<file path="src/rtl/alu_issue_ctrl.sv">
// alu_issue_ctrl: multi-cycle issue controller for the combinational ALU.
//
// Accepts one instruction at a time over a valid/ready handshake, reads its
// operands from a 4-entry register file, drives the ALU through SETUP and EXEC,
// then writes the result and flags back in WB. One instruction per four cycles.
//
// Ports
//   clk, rst_n          clock, asynchronous active-low reset
//   instr_valid/ready   instruction handshake; ready is high only in IDLE
//   instr[16:0]         {imm_sel, op[3:0], rd[1:0], rs[1:0], imm[7:0]}
//   alu_x/y/op          registered drive to the ALU
//   alu_z/zero/carry    ALU result and flags
//   res_valid/res_data  one-cycle writeback pulse and its value
//   flag_z/flag_c       registered flags from the last completed instruction
//   err_illegal         one-cycle pulse after an op-15 instruction is accepted
//   dbg_addr/dbg_data   combinational register-file read port
module alu_issue_ctrl #(
  parameter int unsigned        DATA_W  = 8,
  parameter logic [DATA_W-1:0]  REG_RST = '0
) (
  input  logic              clk,
  input  logic              rst_n,
  input  logic              instr_valid,
  output logic              instr_ready,
  input  logic [16:0]       instr,
  output logic [DATA_W-1:0] alu_x,
  output logic [DATA_W-1:0] alu_y,
  output logic [3:0]        alu_op,
  input  logic [DATA_W-1:0] alu_z,
  input  logic              alu_zero,
  input  logic              alu_carry,
  output logic              res_valid,
  output logic [DATA_W-1:0] res_data,
  output logic              flag_z,
  output logic              flag_c,
  output logic              err_illegal,
  input  logic [1:0]        dbg_addr,
  output logic [DATA_W-1:0] dbg_data
);

  typedef enum logic [1:0] {StIdle, StSetup, StExec, StWb} state_e;

  localparam logic [3:0] OpAdd     = 4'd0;
  localparam logic [3:0] OpSub     = 4'd2;
  localparam logic [3:0] OpIllegal = 4'd15;

  state_e            state_q;
  logic [DATA_W-1:0] regs_q [4];
  logic [DATA_W-1:0] x_q;
  logic [1:0]        rd_q;

  // Instruction field decode
  logic              in_imm_sel;
  logic [3:0]        in_op;
  logic [1:0]        in_rd;
  logic [1:0]        in_rs;
  logic [7:0]        in_imm;
  logic [DATA_W-1:0] in_x;
  logic [DATA_W-1:0] in_y;

  assign in_imm_sel = instr[16];
  assign in_op      = instr[15:12];
  assign in_rd      = instr[11:10];
  assign in_rs      = instr[9:8];
  assign in_imm     = instr[7:0];
  assign in_x       = regs_q[in_rd];
  assign in_y       = in_imm_sel ? DATA_W'(in_imm) : regs_q[in_rs];

  assign instr_ready = (state_q == StIdle);
  assign dbg_data    = regs_q[dbg_addr];

  always_ff @(posedge clk or negedge rst_n) begin
    if (!rst_n) begin
      state_q     <= StIdle;
      for (int i = 0; i < 4; i++) regs_q[i] <= REG_RST;
      x_q         <= '0;
      rd_q        <= '0;
      alu_x       <= '0;
      alu_y       <= '0;
      alu_op      <= '0;
      res_valid   <= 1'b0;
      res_data    <= '0;
      flag_z      <= 1'b0;
      flag_c      <= 1'b0;
      err_illegal <= 1'b0;
    end else begin
      res_valid   <= 1'b0;
      err_illegal <= 1'b0;
      unique case (state_q)
        StIdle: begin
          if (instr_valid) begin
            if (in_op == OpIllegal) begin
              // Rejected in place: nothing latched, ALU drive left untouched.
              err_illegal <= 1'b1;
            end else begin
              alu_op  <= in_op;
              x_q     <= in_x;
              rd_q    <= in_rd;
              // Inverted x guarantees an operand change into the ALU, so it
              // re-evaluates under the new op even if operands repeat.
              alu_x   <= ~in_x;
              alu_y   <= in_y;
              state_q <= StSetup;
            end
          end
        end
        StSetup: begin
          alu_x   <= x_q;
          state_q <= StExec;
        end
        StExec: begin
          // ALU inputs have been stable for the whole EXEC cycle.
          res_valid <= 1'b1;
          res_data  <= alu_z;
          state_q   <= StWb;
        end
        StWb: begin
          // Register write lands on this edge, so dbg_data shows the old
          // value throughout WB. ALU inputs are still held, so flags match.
          regs_q[rd_q] <= res_data;
          flag_z       <= alu_zero;
          flag_c       <= ((alu_op == OpAdd) || (alu_op == OpSub)) && alu_carry;
          state_q      <= StIdle;
        end
      endcase
    end
  end

endmodule
</file>
<file path="config.mk">
export PLATFORM = sky130hd
export DESIGN_NAME = alu_issue_ctrl
export DESIGN_NICKNAME = d
export VERILOG_FILES = /design/src/rtl/alu_issue_ctrl.sv
export SDC_FILE = /design/constraint.sdc
export NUM_CORES = 1
export LEC_CHECK = 0
export BUFFER_PORTS_ARGS = -buffer_cell sky130_fd_sc_hd__buf_2
export CELL_PAD_IN_SITES_DETAIL_PLACEMENT = 1
export CELL_PAD_IN_SITES_GLOBAL_PLACEMENT = 1
export CORE_MARGIN = 3
export CORE_UTILIZATION = 44
export CTS_CLUSTER_DIAMETER = 100
export DETAILED_ROUTE_END_ITERATION = 8
export GPL_ROUTABILITY_DRIVEN = 0
export HOLD_SLACK_MARGIN = 0.05
export PLACE_DENSITY = 0.82
export SKIP_LAST_GASP = 1
export SLEW_MARGIN = 20
export SYNTH_ARGS = -nofsm -noshare
export SYNTH_HDL_FRONTEND = slang
export SYNTH_SLANG_ARGS = --single-unit
</file>
<file path="constraint.sdc">
create_clock -name clk -period 1.9 [get_ports clk]
set_input_delay 0.38 -clock clk [delete_from_list [all_inputs] [get_ports clk]]
set_output_delay 0.38 -clock clk [all_outputs]
set_load 0.02 [all_outputs]
</file>
; Yosys cells after proc, flatten, opt, wreduce, memory -nomap -nowiden
; Index checks and enable logic that the tools add are counted.
[totals]
out_inout_bits = 41
in_bits = 32
elab_cells = 65
regBits = 76
[classes]
reduce_logical = 9
bitwise_logic = 6
order_cmp = 5
eq_ne = 7
mux = 23
[ops]
columns = cell, n
row1 = 8-bit two-way mux, 10
row2 = 8-bit binary-select mux with 2-bit select, 3
row3 = 32-bit bitwise mux, 1
row4 = 8-bit demux with 2-bit select, 1
row5 = 8-bit one-hot mux with 2 select lines, 1
row6 = 3-bit >= comparator (second input constant), 4
row7 = 2-bit NOT with 3-bit output, 4
row8 = 8-bit NOT, 1
row9 = 2-bit one-hot mux with 4 select lines, 1
row10 = 3-bit AND reduction, 2
row11 = 2-bit equality test (second input constant), 2
row12 = 4-bit by 2-bit equality test with 1-bit output (second input constant), 1
row13 = 4-bit equality test (second input constant), 1
row14 = 4-bit zero test, 1
row15 = 1-bit two-way mux, 4
row16 = 2-bit two-way mux, 2
row17 = 2-bit inequality test (second input constant), 2
row18 = 3-bit by 1-bit less-than comparator with 1-bit output (second input constant), 1
row19 = 2-bit by 1-bit equality test with 1-bit output (second input constant), 1
row20 = 1-bit logical AND, 2
row21 = 2-bit zero test, 1
row22 = 2-bit AND reduction, 1
row23 = 2-bit nonzero test, 1
row24 = 1-bit logical OR, 1
row25 = 1-bit NOT, 1

; Logic depth before layout (Yosys ltp)
; Gate-level depths: netlist (run 1).
[depth]
depth_word = 8
ltp_mapped = 8

; Least setup slack after synthesis (run 1)
; Ideal clock, no wire load.
[synth_path]
path_type = register to register
start = reg state_q[0]
end = reg alu_op[3]
n_path_buf = 3
setup_time_ns = 0.125
path_stages_with_launch = 9
synth_period_minus_slack_ns = 1.892
path_slack_ns = 0.008
arrival_time_ns = 1.767
path_cell_list = dfrtp_1 inv_1 ha_1 and2_4 buf_6 and2_4 buf_6 buf_12 mux2_4
[synth_via]
elab_chain_cells = 2
[synth_lines]
columns = item, line_no
row1 = "start, declared", 47  ; state_e state_q;
row2 = "start signal, assigned", 74  ; state_q <= StIdle;
row3 = "start signal, assigned", 103  ; state_q <= StSetup;
row4 = "start signal, assigned", 109  ; state_q <= StExec;
row5 = 2-bit zero test, n/a
row6 = via instr_ready, 24  ; output logic instr_ready,
row7 = 3-bit AND reduction (no source line), n/a
row8 = "end signal, assigned", 96  ; alu_op <= in_op;
row9 = "end, declared", 28  ; output logic [3:0] alu_op,
; The timed path passes the listed nets, and every way through them passes these cells.
; A chain may end at the register's enable or synchronous reset.

; Final worst setup path (run 1)
[layout_path]
start = reg regs_q[28] (netlist name)
end = out dbg_data[4]
[layout_via]
elab_chain_cells = 3
[layout_lines]
columns = item, line_no
row1 = "start, declared", 48  ; logic [DATA_W-1:0] regs_q [4];
row2 = "start signal, assigned by index", 120  ; regs_q[rd_q] <= res_data;
row3 = 8-bit binary-select mux with 2-bit select, 70  ; assign dbg_data = regs_q[dbg_addr];
row4 = 8-bit two-way mux (implied by the code) (2 in series), 70
row5 = "end, declared", 38  ; output logic [DATA_W-1:0] dbg_data
; Every way passes these cells. The select of a mux whose other input is x is not followed.

==> parameters.txt, run 1 <==
Parameter                              Value

Status
  Result of the run ... finished clean

Routing
  Detailed-router iteration count before antenna repair ... 4
  Post-detailed-route DRC marker count ... 0
  Vias per std cell ... 5.82
  Total routed wirelength ... 9410 µm
  Starting DRT DRC Count ... 106
  Routed length per instance ... 22.0 µm
  Number of nets with antenna violations after routing ... 0
  Routed via count ... 2491

Layout
  Multi-input gate area in the final layout ... 1720 µm²
  Layout overhead on the synthesized area ... 21.1%
  Final non-filler cell total ... 428
  Layout cells sized above 1 ... 59.8%
  Sequential cell area in the final layout ... 1900 µm²
  Number of diodes added for antenna fixing ... 0
  Number of fillers in the final layout ... 791
  Area of all placed cells without fillers ... 4500 µm²
  Number of nets in the final layout ... 358

STA
  Final setup violation count ... 0
  Setup TNS ... 0 ns
  RSZ-0062 raised after global routing ... false
  Hold violation total from the final report ... 0
  Tightest Pin Transition ... 0.508 ns
  Upper clock frequency limit ... 548 MHz
  Headroom to the max-slew limit ... 66.1%
  Share of the clock period used by the worst path after layout ... 96.0%
  Minimum period implied by the final worst setup slack ... 1.82 ns
  Max-slew violations ... 0
  Worst clock skew ... 0.00743 ns

Logic synthesis
  Post-synthesis area per instance ... 15.8 µm²
  Synth Instances ... 236
  Most common cell in the synthesized netlist ... dfrtp_1
  Post-synth EDFFs ... 0
  Most used DFF post-synth ... dfrtp_1
  Netlist Area Pre-Place ... 3720 µm²
  Most numerous cell types in the synthesized netlist ... dfrtp_1, mux2_2, mux4_2
  Seq/Total Area, Yosys ... 51.1%
  Post-Syn Nets ... 273
  Cell accounting for the most synthesized area ... dfrtp_1
  Number of synthesized register bits ... 76
  Top cells by area, synth ... dfrtp_1, mux4_2, mux2_2
  Cell variety after synth ... 28
  Fraction of synthesis flops using an asynchronous set or reset pin ... 100%
  Synth top area share ... 51.1%
  Synthesis Warnings ... 0

Power and ir drop
  Static leakage ... 2.01 nW
  Worst IR drop on VDD ... 0.715 mV
  Fraction of power consumed by sequential logic ... 38.3%
  Power per Cell Area ... 1840 nW/µm²
  Post-route total power ... 0.00828 W
  Net Switching ... 0.00306 W
  Share of total power in combinational logic ... 44.3%
  Clock power frac ... 17.4%
  Switching portion of total power ... 36.9%
  Internal ... 0.00522 W

Floorplanning
  IO Pins ... 73
  Die extent in y ... 97.9 µm
  Standard-cell row count ... 32
  Core Footprint ... 7970 µm²
  Initial standard-cell utilization of the core ... 46.7%
  Total Die Area ... 9590 µm²
  Horiz. Die Dim ... 97.9 µm

GRT
  Total grt overflow ... 0
  First-pass GRT wire length ... 15200 µm
  Antenna violations before repair ... 0
  Maximum number of pins on one net before global-route repair ... 40
  Number of global-route vias before repair ... 2774
  Global Route Usage Sum ... 20.7%

Critical path
  Critical Path Sink Type ... output pin
  Reg-to-reg setup timing slack ... 0.13 ns
  Critical path peak fanout ... 4
  Category of the most critical setup path ... reg -> out
  Terminus of the critical flop-to-flop path ... alu_x[3]$_DFFE_PN0P_
  Required time of the worst setup path ... 1.52 ns
  Worst Setup Start Kind ... flip-flop
  Beginning of the worst register-to-register path ... state_q[0]$_DFFE_PN0P_
  Arrival time of data at the critical path endpoint ... 1.44 ns
  Count of cells along the worst register-to-register path ... 6

Clocking
  Clock latency at the later pin of the worst-skew pair ... 0.36 ns
  Clock Path Buffers ... 2
  Max H-tree Level ... 3
  Clock net sink count ... 76
  TritonCTS clock tree ... done
  CTS root buffer ... clkbuf_8
  Number of buffers added by the clock tree synthesis step ... 9
  Clock-pin slew on the worst setup and hold paths ... 0.08 ns

Min path
  Min-delay src ... alu_z[4]
  Path type of the worst min-delay path ... in -> reg
  Depth of the worst hold-timing path ... 2
  Hold Path End ... res_data[4]$_DFFE_PN0P_

Run
  Max-cap check violation count ... 0

Placed design
  IO buf count ... 72
  Number of cells after detailed placement ... 411
  DPL Wire Length ... 6680 µm
  Area after DPL ... 4250 µm²
worst max path at each step:
| stage | start | slack [ns] | to |
|---|---|---|---|
| floorplan | state_q[0]$_DFFE_PN0P_ | 0.008 | alu_op[3]$_DFFE_PN0P_ |
| global placement | dbg_addr[0] | 0.11 | dbg_data[2] |
| detailed placement | state_q[0]$_DFFE_PN0P_ | 0.09 | alu_x[3]$_DFFE_PN0P_ |
| CTS | state_q[0]$_DFFE_PN0P_ | 0.04 | alu_x[3]$_DFFE_PN0P_ |
| global route | state_q[1]$_DFFE_PN0P_ | 0.03 | alu_x[3]$_DFFE_PN0P_ |
| finish | regs_q[28]$_DFFE_PN0P_ | 0.08 | dbg_data[4] |
routing by layer:
layer / wire (µm) / up-vias / share of wire [%] / global-route usage [%]
met1: 3900 / 1299 / 41 / 27.5
li1: - / 1083 / - / -
met3: 616 / 14 / 6.5 / 3.64
met4: 148 / 0 / 1.6 / 7.35
met5: 0 / - / 0 / 0
met2: 4750 / 95 / 50 / 34.3
state kept, by name, indices dropped and copies added (netlist names):
signal,cells
rd_q,2
flag_z,1
res_valid,1
flag_c,1
alu_x,8
x_q,8
res_data,8
alu_y,8
regs_q,32
alu_op,4
err_illegal,1
state_q,2
logic make-up after synthesis:
family	Yosys count	synth area share, %
AO/OA/AOI/OAI	29	5.62
adder cells (fa/ha/maj)	5	1.68
buffers and inverters	18	2.86
AND/OR/NAND/NOR	20	4.10
flip-flops	76	51.1
multiplexers	88	34.6
power groups by stage:
stage               logic, W  clock network [W]  registers (W)
floorplan            0.00224                  0        0.00338
global placement     0.00353                  0        0.00313
detailed placement   0.00366                  0        0.00319
CTS                  0.00371            0.00147        0.00317
global route         0.00395            0.00154        0.00331
finish               0.00367            0.00144        0.00317
what timing repair did:
action,in CTS,in global routing
setup buffers,0,0
endpoints found under the hold margin,36,0
hold buffers,1,0
resized for setup,0,1
endpoints found under the setup margin,0,8
area by class of cell:
class,instances,area share [%]
Clock buffer,13,3.75
Clock inverter,3,1.50
Inverter,2,0.167
Multi-Input combinational cell,142,38.1
Sequential cell,76,42.2
Tap cell,102,2.83
Timing Repair Buffer,90,11.4
layout by cell type, fill, tap and decap left out, types with 2 or more instances in the layout:
cell type	n
dfrtp_1	76
buf_2	71
mux2_2	45
mux4_2	24
buf_4	17
a21oi_1	16
clkbuf_8	12
mux2_4	10
mux2i_1	9
nand4b_1	8
o221a_2	8
ha_1	5
inv_1	2
nor2_1	2
nand3b_1	2
and2_4	2
o22a_1	2
bufinv_16	2
through the flow:
step	util, %	hold slack [ns]	setup WS (ns)
after detailed placement	53.4	0.394	0.0880
after CTS	56.5	0.240	0.0429
final	56.5	0.250	0.0766
after floorplan	-	0.0844	0.00764
after global placement	53.4	0.392	0.113
after global routing	56.5	0.249	0.0311
critical path, stage by stage, from the launching register on:
cell and delay [ns]:
dfrtp_1 0.43, mux4_2 0.48, buf_2 0.18
No activity file was read; power rests on OpenSTA's default activity.
==> run 2, diff against run 1 <==
--- a/config.mk
+++ b/config.mk
@@ -14,7 +14,7 @@
 export DETAILED_ROUTE_END_ITERATION = 8
 export GPL_ROUTABILITY_DRIVEN = 0
 export HOLD_SLACK_MARGIN = 0.05
-export PLACE_DENSITY = 0.82
+export PLACE_DENSITY = 0.89
 export SKIP_LAST_GASP = 1
 export SLEW_MARGIN = 20
 export SYNTH_ARGS = -nofsm -noshare
==> run 2 against run 1 <==
Compared with the run above:
- first-iteration DRC count decreased by 11%
- worst setup slack improved by 0.0097 ns
- die area unchanged
- worst hold slack improved by 0.0054 ns
- sequential share of layout area increased by 0.26 points
- critical path type unchanged
==> parameters.txt, run 2 (synthesis gave the netlist of run 1 again) <==
Parameter                              Value

GRT
  Global Route Usage Sum ... 20.9%
  Maximum number of pins on one net before global-route repair ... 39
  Total grt overflow ... 0
  Antenna violations before repair ... 0
  First-pass GRT wire length ... 15500 µm
  Number of global-route vias before repair ... 2757

STA
  Upper clock frequency limit ... 551 MHz
  Headroom to the max-slew limit ... 65.1%
  Share of the clock period used by the worst path after layout ... 95.5%
  Worst clock skew ... 0.00965 ns
  Setup TNS ... 0 ns
  Hold violation total from the final report ... 0
  Minimum period implied by the final worst setup slack ... 1.81 ns
  Max-slew violations ... 0
  RSZ-0062 raised after global routing ... false
  Tightest Pin Transition ... 0.524 ns
  Final setup violation count ... 0
  Post-route worst setup slack ... 0.0863 ns

Layout
  Final non-filler cell total ... 432
  Number of nets in the final layout ... 362
  Layout cells sized above 1 ... 60.3%
  Number of fillers in the final layout ... 798
  Flip-flop count of the largest register, all copies and words added ... 32
  Sequential cell area in the final layout ... 1900 µm²
  Most frequent cells in the layout ... dfrtp_1, buf_2, mux2_2
  Reg with most FFs ... regs_q
  Layout overhead on the synthesized area ... 20.3%
  Multi-input gate area in the final layout ... 1720 µm²
  Number of diodes added for antenna fixing ... 0
  Most common cell after layout, fill and taps aside ... dfrtp_1

Clocking
  TritonCTS clock tree ... done
  Clock latency at the later pin of the worst-skew pair ... 0.36 ns
  CTS root buffer ... clkbuf_8
  Max H-tree Level ... 3
  Number of buffers added by the clock tree synthesis step ... 9
  Buffer count from post-CTS setup fixing ... 0
  Clock Path Buffers ... 2
  Clock net sink count ... 76
  Clock-pin slew on the worst setup and hold paths ... 0.08 ns

Critical path
  Critical Path Max Stage Delay ... 0.49 ns
  Reg-to-reg setup timing slack ... 0.15 ns
  Beginning of the worst register-to-register path ... state_q[0]$_DFFE_PN0P_
  WP buf/inv ... 1
  Critical path cell sequence ... mux4_2 -> buf_2
  Arrival time of data at the critical path endpoint ... 1.43 ns
  Critical Path Sink Type ... output pin
  Required time of the worst setup path ... 1.52 ns
  Worst Setup Start Kind ... flip-flop
  Critical path peak fanout ... 4
  Terminus of the critical flop-to-flop path ... alu_x[1]$_DFFE_PN0P_
  Category of the most critical setup path ... reg -> out
  Crit path max-delay family ... multiplexers
  Highest-delay cell along the critical path ... mux4_2
  Count of cells along the worst register-to-register path ... 6

Floorplanning
  Standard-cell row count ... 32
  Total Die Area ... 9590 µm²
  Horiz. Die Dim ... 97.9 µm
  Initial standard-cell utilization of the core ... 46.7%
  Core Footprint ... 7970 µm²
  Die extent in y ... 97.9 µm
  IO Pins ... 73

Status
  Result of the run ... finished clean

Power and ir drop
  Worst IR drop on VDD ... 0.825 mV
  Power per Cell Area ... 1790 nW/µm²
  Post-route total power ... 0.00802 W
  Static leakage ... 2.01 nW

Routing
  Starting DRT DRC Count ... 94
  Routed length per instance ... 21.8 µm
  Routed via count ... 2477
  Number of nets with antenna violations after routing ... 0
  Vias per std cell ... 5.73
  Detailed-router iteration count before antenna repair ... 4
  Total routed wirelength ... 9420 µm
  Post-detailed-route DRC marker count ... 0

Min path
  Depth of the worst hold-timing path ... 2
  Path type of the worst min-delay path ... in -> reg
  Min-delay src ... alu_zero
  Hold Path End ... flag_z$_DFFE_PN0P_

Run
  Max-cap check violation count ... 0

Placed design
  Number of cells after detailed placement ... 415
  Worst setup slack after placement ... 0.0617 ns
  DPL Wire Length ... 7010 µm
  IO buf count ... 72
[run 2: cell count changes in the layout (fill, tap and decap cells not counted), sizes merged]
cell,delta
clkinvlp,-1
clkinv,+4
buf,+4
bufinv,-2
clkbuf,-1
[run 2: worst max-delay path by stage]
stage / from / endpoint / cells past startpoint
final: regs_q[4]$_DFFE_PN0P_ / dbg_data[4] / 2
after global routing: regs_q[4]$_DFFE_PN0P_ / dbg_data[4] / 2
after CTS: state_q[1]$_DFFE_PN0P_ / alu_x[1]$_DFFE_PN0P_ / 5
after detailed placement: state_q[1]$_DFFE_PN0P_ / alu_x[1]$_DFFE_PN0P_ / 5
after global placement: dbg_addr[0] / dbg_data[4] / 3
after floorplan: state_q[0]$_DFFE_PN0P_ / alu_op[3]$_DFFE_PN0P_ / 8
[run 2: layout make-up]
class	count	area share, %
inverter	2	0.168
tap	102	2.85
sequential	76	42.5
clock buffer	12	3.47
multi-input combinational	142	38.4
timing repair buffer	94	12.1
clock inverter	4	0.531
[run 2: what timing repair did]
item / in CTS / in global routing
endpoints found under the setup margin: 0 / 8
gates resized for setup: 0 / 1
endpoints found under the hold margin: 35 / 0
hold buffers: 1 / 0
[run 2: stage by stage]
stage | hold WS [ns] | instance area [µm²] | utilization, %
global placement | 0.376 | 4280 | 53.7
detailed placement | 0.381 | 4280 | 53.7
floorplan | 0.0844 | 3720 | -
CTS | 0.246 | 4470 | 56.1
global route | 0.246 | 4480 | 56.2
finish | 0.255 | 4480 | 56.2
[run 2: report_power, final]
group | internal [W] | switching (W)
Clock | 0.000542 | 0.000605
Sequential | 0.00245 | 0.000739
Combinational | 0.00195 | 0.00173
[run 2: per-layer routing]
layer / routed length, µm / global-route usage (%) / part of all wire, %
met1: 4180 / 28.8 / 44
met2: 4620 / 33.0 / 49
met3: 522 / 5.21 / 5.5
met5: 0 / 0 / 0
met4: 94 / 5.96 / 1.0
